File: config.mk
export PLATFORM = sky130hd
export DESIGN_NAME = decoder_scan
export DESIGN_NICKNAME = d
export VERILOG_FILES = /design/src/rtl/decoder_scan_pkg.sv /design/src/rtl/decoder_scan_dwell_counter.sv /design/src/rtl/decoder_scan.sv
export SDC_FILE = /design/constraint.sdc
export NUM_CORES = 1
export LEC_CHECK = 0
export CORE_AREA = 4 4 41 43
export CTS_CLUSTER_DIAMETER = 60
export DETAILED_ROUTE_END_ITERATION = 8
export DIE_AREA = 0 0 45 47
export PLACE_DENSITY = 0.69
export SYNTH_ARGS = -nofsm -noshare
export SYNTH_HDL_FRONTEND = slang
export SYNTH_SLANG_ARGS = --single-unit
File: constraint.sdc
create_clock -name clk -period 2.4 [get_ports clk]
set_input_delay 0.72 -clock clk [delete_from_list [all_inputs] [get_ports clk]]
set_output_delay 0.72 -clock clk [all_outputs]
set_load 0.02 [all_outputs]
File: src/rtl/decoder_scan_pkg.sv
// Shared state and mode encodings for the registered one-hot decoder / scan driver.
package decoder_scan_pkg;

  typedef enum logic [1:0] {
    ST_IDLE   = 2'd0,
    ST_DIRECT = 2'd1,
    ST_SCAN   = 2'd2
  } state_e;

  localparam logic MODE_DIRECT = 1'b0;
  localparam logic MODE_SCAN   = 1'b1;

  // Operating state is a pure function of the current enable and mode inputs.
  function automatic state_e next_state(input logic en, input logic mode);
    if (!en)
      return ST_IDLE;
    return (mode == MODE_DIRECT) ? ST_DIRECT : ST_SCAN;
  endfunction

endpackage

File: src/rtl/decoder_scan_dwell_counter.sv
// Free-running 0..DWELL-1 counter; tick marks the last cycle of each dwell period.
module dwell_counter #(
  parameter int DWELL = 4
) (
  input  logic clk,
  input  logic rst_n,
  input  logic clr,
  input  logic run,
  output logic tick
);

  localparam int CW = (DWELL > 1) ? $clog2(DWELL) : 1;
  localparam logic [CW-1:0] LAST = CW'(DWELL - 1);

  logic [CW-1:0] count;

  always_ff @(posedge clk) begin
    if (!rst_n)
      count <= '0;
    else if (clr)
      count <= '0;
    else if (run)
      count <= (count == LAST) ? '0 : count + 1'b1;
  end

  assign tick = run && !clr && (count == LAST);

endmodule

File: src/rtl/decoder_scan.sv
// Registered N-to-2^N one-hot decoder with a direct mode and an auto-walking scan mode.
module decoder_scan
  import decoder_scan_pkg::*;
#(
  parameter int N     = 2,
  parameter int DWELL = 4
) (
  input  logic              clk,
  input  logic              rst_n,
  input  logic              en,
  input  logic              mode,
  input  logic [N-1:0]      sel,
  input  logic              load,
  output logic [2**N-1:0]   d,
  output logic [N-1:0]      idx,
  output logic              wrap
);

  localparam int W = 2**N;

  state_e       state_p1;
  state_e       state_nxt;
  logic         scan_entry;
  logic         cnt_clr;
  logic         cnt_run;
  logic         tick;
  logic [N-1:0] idx_nxt;
  logic         wrap_nxt;

  function automatic logic [W-1:0] onehot(input logic [N-1:0] i);
    onehot    = '0;
    onehot[i] = 1'b1;
  endfunction

  dwell_counter #(.DWELL(DWELL)) u_dwell (
    .clk   (clk),
    .rst_n (rst_n),
    .clr   (cnt_clr),
    .run   (cnt_run),
    .tick  (tick)
  );

  // A load or a fresh entry into scan restarts the dwell period, so it overrides any expiry.
  always_comb begin
    state_nxt  = next_state(en, mode);
    scan_entry = (state_nxt == ST_SCAN) && (state_p1 != ST_SCAN);
    cnt_clr    = (state_nxt != ST_SCAN) || scan_entry || load;
    cnt_run    = !cnt_clr;
    idx_nxt    = idx;
    wrap_nxt   = 1'b0;
    case (state_nxt)
      ST_DIRECT: idx_nxt = sel;
      ST_SCAN: begin
        if (scan_entry || load)
          idx_nxt = load ? sel : '0;
        else if (tick) begin
          idx_nxt  = idx + 1'b1;
          wrap_nxt = (idx == '1);
        end
      end
      default: ;
    endcase
  end

  // Output stage: d is encoded from the same next index as idx, so the two never skew.
  always_ff @(posedge clk) begin
    if (!rst_n) begin
      state_p1 <= ST_IDLE;
      idx      <= '0;
      d        <= '0;
      wrap     <= 1'b0;
    end else begin
      state_p1 <= state_nxt;
      idx      <= idx_nxt;
      wrap     <= wrap_nxt;
      d        <= (state_nxt == ST_IDLE) ? '0 : onehot(idx_nxt);
    end
  end

endmodule

# Word-level counts from Yosys, hierarchy flattened
# Cells that the tools add are included.
[op_classes]
n_div = 0
shift = 0
mux = 8
reduce_logical = 11
n_mul = 0
add_sub_neg = 2
n_eq_ne = 6
bitwise = 3
magnitude_cmp = 2
[ops]
columns = ["op", "n"]
rows = [
  ["two-way mux 2 bit", 5],
  ["equality test 2 bit, second input constant", 3],
  ["adder 2 x 1 -> 2 bit, second input constant", 2],
  ["!= test 2 bit, second input constant", 2],
  ["one-hot mux 2 bit (2 select lines)", 1],
  ["OR reduction 4 bit", 1],
  ["logical AND 1 bit", 3],
  ["logical OR 1 bit", 3],
  ["< comparator 2 x 3 -> 1 bit, second input constant", 1],
  ["inverter 1 bit", 3],
  ["OR reduction 3 bit", 1],
  ["demux 1 bit (select 2 bit)", 1],
  ["equality test 2 x 1 -> 1 bit, second input constant", 1],
  ["greater-or-equal comparator 2 x 1 -> 1 bit, second input constant", 1],
  ["logical NOT 2 bit", 1],
  ["OR reduction 2 bit", 1],
  ["logical NOT 1 bit", 1],
  ["two-way mux 1 bit", 1],
]
[word_totals]
n_memories = 0
word_cells = 37
latchBits = 0
reg_bits = 11
mem_bits_ro = 0
out_inout_bits = 7
inputBits = 7
mem_bits_rw = 0

# Depth between registers and ports, before layout
# Gate-level depths: netlist of the first run.
[logic_depth]
word_depth = 15
mapped_depth = 4
mapped_depth_nobuf = 4

# Cells and area by module
# Synthesis of the first run repeated with hierarchy kept, for this count alone.
[hier_totals]
cells_unflattened = 46
area_unflattened_um2 = 456.7
[by_module_without_submodules]
columns = ["module", "instances", "area_per_inst_um2", "cells_per_inst", "seq_area_each_um2"]
rows = [
  ["decoder_scan", 1, 351.6, 36, 180.2],
  ["dwell_counter", 1, 105.1, 10, 40.0],
]

# Worst setup path before layout of the first run
# No wires, ideal clock.
[synth_timing]
path_kind = "input to register"
from = "input load"
to = "register d[0]"
path_buffers = 0
path_stages = 3
path_slack_ps = 958
setup_ps = 116
required_time_ps = 2284
arrival_ps = 1326
path_cell_list = "nand4bb_4 -> a21o_1 -> and4_1"
[synth_via]
elab_chain_cells = 10
elab_cells_between_ends = 13
classes_between = "order compare: 2; mux: 6; reduce/logical: 5"
[synth_rtl]
columns = ["item", "line_no", "text"]
rows = [
  ["from (decl)", "decoder_scan.sv:13", "input logic load,"],
  ["logical OR 1 bit", "decoder_scan.sv:47", "cnt_clr = (state_nxt != ST_SCAN) || scan_entry || load;"],
  ["logical NOT 1 bit", "decoder_scan_dwell_counter.sv:26, decoder_scan.sv:48", ""],
  ["logical AND 1 bit", "decoder_scan_dwell_counter.sv:26", "assign tick = run && !clr && (count == LAST);"],
  ["two-way mux 2 bit", "decoder_scan.sv:56", "else if (tick) begin"],
  ["two-way mux 2 bit *", "decoder_scan.sv:54", "if (scan_entry || load)"],
  ["one-hot mux 2 bit (2 select lines) *", "decoder_scan.sv:51", "case (state_nxt)"],
  ["< comparator 2 x 3 -> 1 bit (implied by the code) or greater-or-equal comparator 2 x 1 -> 1 bit (tied branches)", "decoder_scan.sv:32", "onehot[i] = 1'b1;"],
  ["logical AND 1 bit (implied by the code)", "decoder_scan.sv:32", ""],
  ["two-way mux 1 bit (implied by the code)", "decoder_scan.sv:32", ""],
  ["demux 1 bit (select 2 bit) *", "decoder_scan.sv:32", ""],
  ["to (signal assigned)", "decoder_scan.sv:76", "d <= (state_nxt == ST_IDLE) ? '0 : onehot(idx_nxt);"],
  ["to (decl)", "decoder_scan.sv:14", "output logic [2**N-1:0] d,"],
]
# Mark *: on every way between the ends. The rest lies on a longest branch, timed or not.
# A chain may end at the register's enable or synchronous reset.

# Worst setup path after layout of the first run
[layout_timing]
from = "register idx[0]"
to = "output idx[0]"
[layout_rtl]
columns = ["item", "line_no", "text"]
rows = [
  ["from (decl)", "decoder_scan.sv:15", "output logic [N-1:0] idx,"],
  ["from (signal assigned)", "decoder_scan.sv:74", "idx <= idx_nxt;"],
]
# No word-level cell between the ends.

==> results of run 1 <==
[logic make-up (layout without fill, tap and decap cells)]
group,Yosys count,after routing,share of synthesized area [%]
AO/OA/AOI/OAI,9,9,20.3
AND/OR/NAND/NOR,16,16,25.1
multiplexers,1,1,2.14
adder cells (fa/ha/maj),2,2,5.35
buffers and inverters,0,17,0
flip-flops,11,11,47.1
[cell usage after synthesis]
master and number:
a211oi_2 2, a21boi_1 1, a21o_1 1, a21oi_1 1, a2bb2oi_2 1, a31oi_4 1
and2_1 1, and3_1 1, and4_1 2, dfxtp_1 11, ha_1 2, mux2i_1 1
nand2_1 3, nand2b_1 1, nand2b_2 1, nand3b_1 1, nand4bb_4 1, nor2_1 1
nor2b_1 1, nor3_1 2, nor4_1 1, o21ai_0 1, o2bb2ai_1 1
[registers in the layout, summed over array words and instances, names as in the netlist]
signal,cells
d,4
idx,2
state_p1,2
u_dwell.count,2
wrap,1
[worst min path at each step]
stage,startpoint,end
after floorplan,u_dwell.count[0]$_SDFF_PP0_,u_dwell.count[0]$_SDFF_PP0_
after global placement,u_dwell.count[0]$_SDFF_PP0_,u_dwell.count[0]$_SDFF_PP0_
after detailed placement,u_dwell.count[0]$_SDFF_PP0_,u_dwell.count[0]$_SDFF_PP0_
after CTS,u_dwell.count[0]$_SDFF_PP0_,u_dwell.count[0]$_SDFF_PP0_
after global routing,u_dwell.count[0]$_SDFF_PP0_,u_dwell.count[0]$_SDFF_PP0_
final,u_dwell.count[0]$_SDFF_PP0_,u_dwell.count[0]$_SDFF_PP0_
[cell usage in the layout, fill, tap and decap left out, drive strengths merged]
| cell type | netlist | layout |
|---|---|---|
| ha | 2 | 2 |
| and3 | 1 | 1 |
| a2bb2oi | 1 | 1 |
| a21oi | 1 | 1 |
| nor3 | 2 | 2 |
| nand4bb | 1 | 1 |
| and2 | 1 | 1 |
| nor2 | 1 | 1 |
| dfxtp | 11 | 11 |
| o21ai | 1 | 1 |
| o2bb2ai | 1 | 1 |
| nand2 | 3 | 3 |
| and4 | 2 | 2 |
| clkbuf | 0 | 4 |
| nand2b | 2 | 2 |
| mux2i | 1 | 1 |
| a31oi | 1 | 1 |
| a211oi | 2 | 2 |
| nor4 | 1 | 1 |
| clkdlybuf4s50 | 0 | 13 |
| nor2b | 1 | 1 |
| a21boi | 1 | 1 |
| nand3b | 1 | 1 |
| a21o | 1 | 1 |
[power groups by stage]
stage | clock network [mW] | logic, mW | registers, mW
after floorplan | 0 | 0.0203 | 0.200
after global placement | 0 | 0.0507 | 0.195
after detailed placement | 0 | 0.0512 | 0.196
after CTS | 0.129 | 0.0512 | 0.191
after global routing | 0.138 | 0.0544 | 0.192
final | 0.125 | 0.0504 | 0.191
[final cells by class]
class | instances | area (sq um) | share of cell area (%)
Clock buffer | 4 | 26.3 | 4.09
Tap cell | 15 | 18.8 | 2.92
Timing Repair Buffer | 13 | 130 | 20.2
Sequential cell | 11 | 220 | 34.2
Multi-Input combinational cell | 28 | 248 | 38.5
[routing by layer]
layer / vias up / wire (microns)
met1: 145 / 356
met2: 15 / 358
met3: 3 / 56
met4: 0 / 25
li1: 185 / -
met5: - / 0
==> flow_summary.json, run 1 <==
{
  "clk_latency_ns": 0.27,
  "power-per-cell-area_nw_per_um2": 571,
  "vias": 348,
  "grt_use_total_pct": 9.58,
  "cp_top_family": "buffers and inverters",
  "dpl_cell_area_sq_um": 617,
  "crit_slowest_cell": "clkdlybuf4s50_1",
  "dp.cells": 67,
  "port-buffer-count": 13,
  "met3_usage_pct": 3.45,
  "pwr-share-comb_pct": 13.7,
  "endpoint_kind": "output port",
  "cts-htree-levels": 1,
  "clockBufferDepth": 2,
  "cpPeakStageDelay_ns": 0.63,
  "fin_crit_sh_pct": 83.6,
  "clkPwrFrac_pct": 34.1,
  "drv_cap": 0,
  "r2r_start": "u_dwell.count[0]$_SDFF_PP0_",
  "die_h_microns": 47,
  "area_growth_pct": 37.4,
  "synth.distinct_cells": 23,
  "rr_worst_depth": 4,
  "outcome": "complete, no violations",
  "dp_worst_setup_slack_ns": 0.370,
  "total_power_uw": 367,
  "use_met1_pct": 9.61,
  "antenna_cells": 0,
  "core-area_sq_um": 1300,
  "syn_area_sq_um": 468,
  "die_area_sq_um": 2120,
  "grt_pass1_vias": 336,
  "crit_buf_inv": 1,
  "syn_nets": 48,
  "finalWorstSetupSlack_ns": 0.395,
  "worst_pin_slew_ns": 0.250,
  "use_met2_pct": 16.4,
  "start_util_pct": 36.0,
  "clock-root-buffer": "clkbuf_4",
  "synth.area.top_cells": "dfxtp_1, nand4bb_4, a211oi_2, ha_1, a31oi_4",
  "finClkSkew_ns": 0.00405,
  "hold_depth": 1,
  "fin_cells": 71,
  "cts.clk_slew.worst_paths_ns": 0.07,
  "cts_sinks": 11,
  "routedWlPerCell_microns": 11.2,
  "path_cells": "clkdlybuf4s50_1",
  "report.final.slew_viol_count": 0,
  "fmax_ghz": 0.499,
  "critPathMaxFanout": 5,
  "utilization_pct": 49.4,
  "p_int_uw": 280,
  "viasPerCell": 4.90,
  "seq_area_frac_synth_pct": 47.1,
  "seqPwrFrac_pct": 52.1,
  "finalSetupViolCount": 0,
  "netlist_instances": 39,
  "gp_congestion": 0.818,
  "fin_nets": 66,
  "critPathRequiredTime_ns": 1.68,
  "drt_iter0_drc": 2,
  "p_leak_nw": 0.222,
  "endpoint": "idx[0]",
  "row_count": 13,
  "fillers": 141,
  "fin_tns_setup_ns": 0,
  "grt_busiest_layer": "met2",
  "arrival_ns": 1.29,
  "ys_seq_elements": 11,
  "place_hpwl_microns": 657,
  "rsz0062_at_grt": "false",
  "period_needed_ns": 2.01,
  "die_x_microns": 45,
  "drive_gt1_share_pct": 16.1,
  "synth_area_leader_cell": "dfxtp_1",
  "cp.depth": 1,
  "final_hold_viol_count": 0,
  "cts_buffers": 3,
  "r2r-end": "d[0]$_SDFF_PP0_",
  "drcViolationCount": 0,
  "ir_drop_mv": 0.219,
  "antenna_left": 0,
  "critPathKind": "reg2out",
  "fin_hold_ws_ns": 0.438,
  "p_switching_uw": 87.5,
  "grt_pass1_wl_microns": 1390,
  "holdBufCountCts": 0,
  "synth_top_area_share_pct": 47.1,
  "grt_max_degree": 9,
  "grt_overflow": 0,
  "start_kind": "flip-flop",
  "post_cts_buffers": 0,
  "post_cts_resized": 0,
  "finalInstanceArea_sq_um": 643,
  "dr.pass1.iters": 3,
  "r2r_slack_ns": 0.97,
  "cts_tree": "yes",
  "ios": 14,
  "antenna_found_initial": 0,
  "p_sw_share_pct": 23.8,
  "finalWirelength_microns": 797,
  "yosysWarnings": 0,
  "slew_headroom_pct": 82.9,
  "min_path_type": "reg2reg",
  "avgSynthCellArea_sq_um": 12.0,
  "startpoint": "idx[0]$_SDFF_PN0_"
}
(Power assumes the default switching activity.)
==> run 2: changes to the inputs <==
--- a/config.mk
+++ b/config.mk
@@ -9,7 +9,7 @@
 export CTS_CLUSTER_DIAMETER = 60
 export DETAILED_ROUTE_END_ITERATION = 8
 export DIE_AREA = 0 0 45 47
-export PLACE_DENSITY = 0.69
+export PLACE_DENSITY = 0.71
 export SYNTH_ARGS = -nofsm -noshare
 export SYNTH_HDL_FRONTEND = slang
 export SYNTH_SLANG_ARGS = --single-unit
==> constraint.sdc (replaced) <==
create_clock -name clk -period 1.8 [get_ports clk]
set_input_delay 0.54 -clock clk [delete_from_list [all_inputs] [get_ports clk]]
set_output_delay 0.54 -clock clk [all_outputs]
set_load 0.02 [all_outputs]
==> flow_summary.json, run 2 (synthesis results as in run 1) <==
{
  "critPathKind": "reg2out",
  "p_leak_nw": 0.239,
  "vias": 367,
  "arrival_ns": 1.16,
  "area_growth_pct": 40.1,
  "cts_sinks": 11,
  "critPathRequiredTime_ns": 1.26,
  "cp_top_family": "buffers and inverters",
  "report.final.slew_viol_count": 0,
  "finalWorstSetupSlack_ns": 0.0976,
  "drive_gt1_share_pct": 19.0,
  "layout_common_cells": "dfxtp_1, clkdlybuf4s50_1, nand2_1, clkbuf_4",
  "finClkSkew_ns": 0.00336,
  "fin_nets": 68,
  "rsz0062_at_grt": "false",
  "die_area_sq_um": 2120,
  "holdPathEnd": "u_dwell.count[0]$_SDFF_PP0_",
  "hold_depth": 1,
  "met3_usage_pct": 3.45,
  "worst_pin_slew_ns": 0.286,
  "start_util_pct": 36.0,
  "gp_congestion": 0.831,
  "drcViolationCount": 0,
  "drv_cap": 0,
  "fin_hold_ws_ns": 0.434,
  "antenna_cells": 0,
  "grt_use_total_pct": 9.60,
  "viasPerCell": 5.03,
  "use_met1_pct": 12.9,
  "r2r_start": "u_dwell.count[0]$_SDFF_PP0_",
  "cts_tree": "yes",
  "utilization_pct": 50.4,
  "clock-root-buffer": "clkbuf_4",
  "use_met2_pct": 12.4,
  "grt_max_degree": 7,
  "clk_latency_ns": 0.26,
  "rr_worst_depth": 4,
  "endpoint_kind": "output port",
  "die_h_microns": 47,
  "final_hold_viol_count": 0,
  "cts-htree-levels": 1,
  "antenna_left": 0,
  "path_cells": "clkdlybuf4s50_1",
  "fmax_ghz": 0.587,
  "fin_crit_sh_pct": 94.6,
  "grt_overflow": 0,
  "period_needed_ns": 1.70,
  "critPathMaxFanout": 1,
  "ios": 14,
  "dr.pass1.iters": 4,
  "regMostFlops": "d",
  "r2r_slack_ns": 0.40,
  "antenna_found_initial": 0,
  "die_x_microns": 45,
  "core-area_sq_um": 1300,
  "largest_register_ffs": 4,
  "grt_pass1_wl_microns": 1390,
  "crit_buf_inv": 1,
  "fin_tns_setup_ns": 0,
  "drt_iter0_drc": 5,
  "cts.clk_slew.worst_paths_ns": 0.07,
  "holdBufCountCts": 0,
  "dp_worst_setup_slack_ns": 0.00566,
  "finalWirelength_microns": 855,
  "ir_drop_mv": 0.228,
  "r2r-end": "d[0]$_SDFF_PP0_",
  "port-buffer-count": 13,
  "start_kind": "flip-flop",
  "slew_headroom_pct": 80.9,
  "outcome": "complete, no violations",
  "routedWlPerCell_microns": 11.7,
  "grt_busiest_layer": "met1",
  "grt_pass1_vias": 343,
  "crit_slowest_cell": "clkdlybuf4s50_1",
  "clockBufferDepth": 2,
  "row_count": 13,
  "place_hpwl_microns": 656,
  "power-per-cell-area_nw_per_um2": 743,
  "min_path_type": "reg2reg",
  "cts_buffers": 3,
  "cpPeakStageDelay_ns": 0.59,
  "holdCritStartpoint": "u_dwell.count[0]$_SDFF_PP0_",
  "finalSetupViolCount": 0
}
## run 2: what timing repair did
item | 4_1_cts | 5_1_grt
buffers inserted | 0 | 0
endpoints found under the setup margin | 2 | 0
resized for setup | 2 | 0
## run 2: through the flow
step / total power [mW] / instance area [sq um] / instances
final: 0.487 / 656 / 73
after global routing: 0.512 / 656 / 73
after CTS: 0.495 / 656 / 73
after detailed placement: 0.331 / 632 / 69
after global placement: 0.330 / 632 / 69
after floorplan: 0.294 / 468 / 39
## run 2: final cells by class
type / count / area, sq um
Fill cell: 131 / 646
Multi-Input combinational cell: 28 / 248
Sequential cell: 11 / 220
Timing Repair Buffer: 15 / 143
Clock buffer: 4 / 26.3
Tap cell: 15 / 18.8
## run 2: layer usage
layer  up-vias  wire, microns
li1        187              -
met1       162            433
met2        14            336
met3         4             69
met4         0             17
met5         -              0
## run 2: worst max-delay path by stage
| stage | to | depth (start not counted) | slack [ns] | start |
|---|---|---|---|---|
| after floorplan | d[0]$_SDFF_PP0_ | 4 | 0.43 | idx[0]$_SDFF_PN0_ |
| after global placement | d[3]$_SDFF_PP0_ | 4 | 0.03 | mode |
| after detailed placement | d[2]$_SDFF_PP0_ | 4 | 0.006 | en |
| after CTS | d[0] | 1 | 0.08 | d[0]$_SDFF_PP0_ |
| after global routing | wrap | 1 | 0.06 | wrap$_SDFF_PP0_ |
| final | wrap | 1 | 0.1 | wrap$_SDFF_PP0_ |
## run 2: power by group
group	switching (mW)	internal, mW
Combinational	0.0322	0.0359
Sequential	0.00446	0.251
Clock	0.0784	0.0857
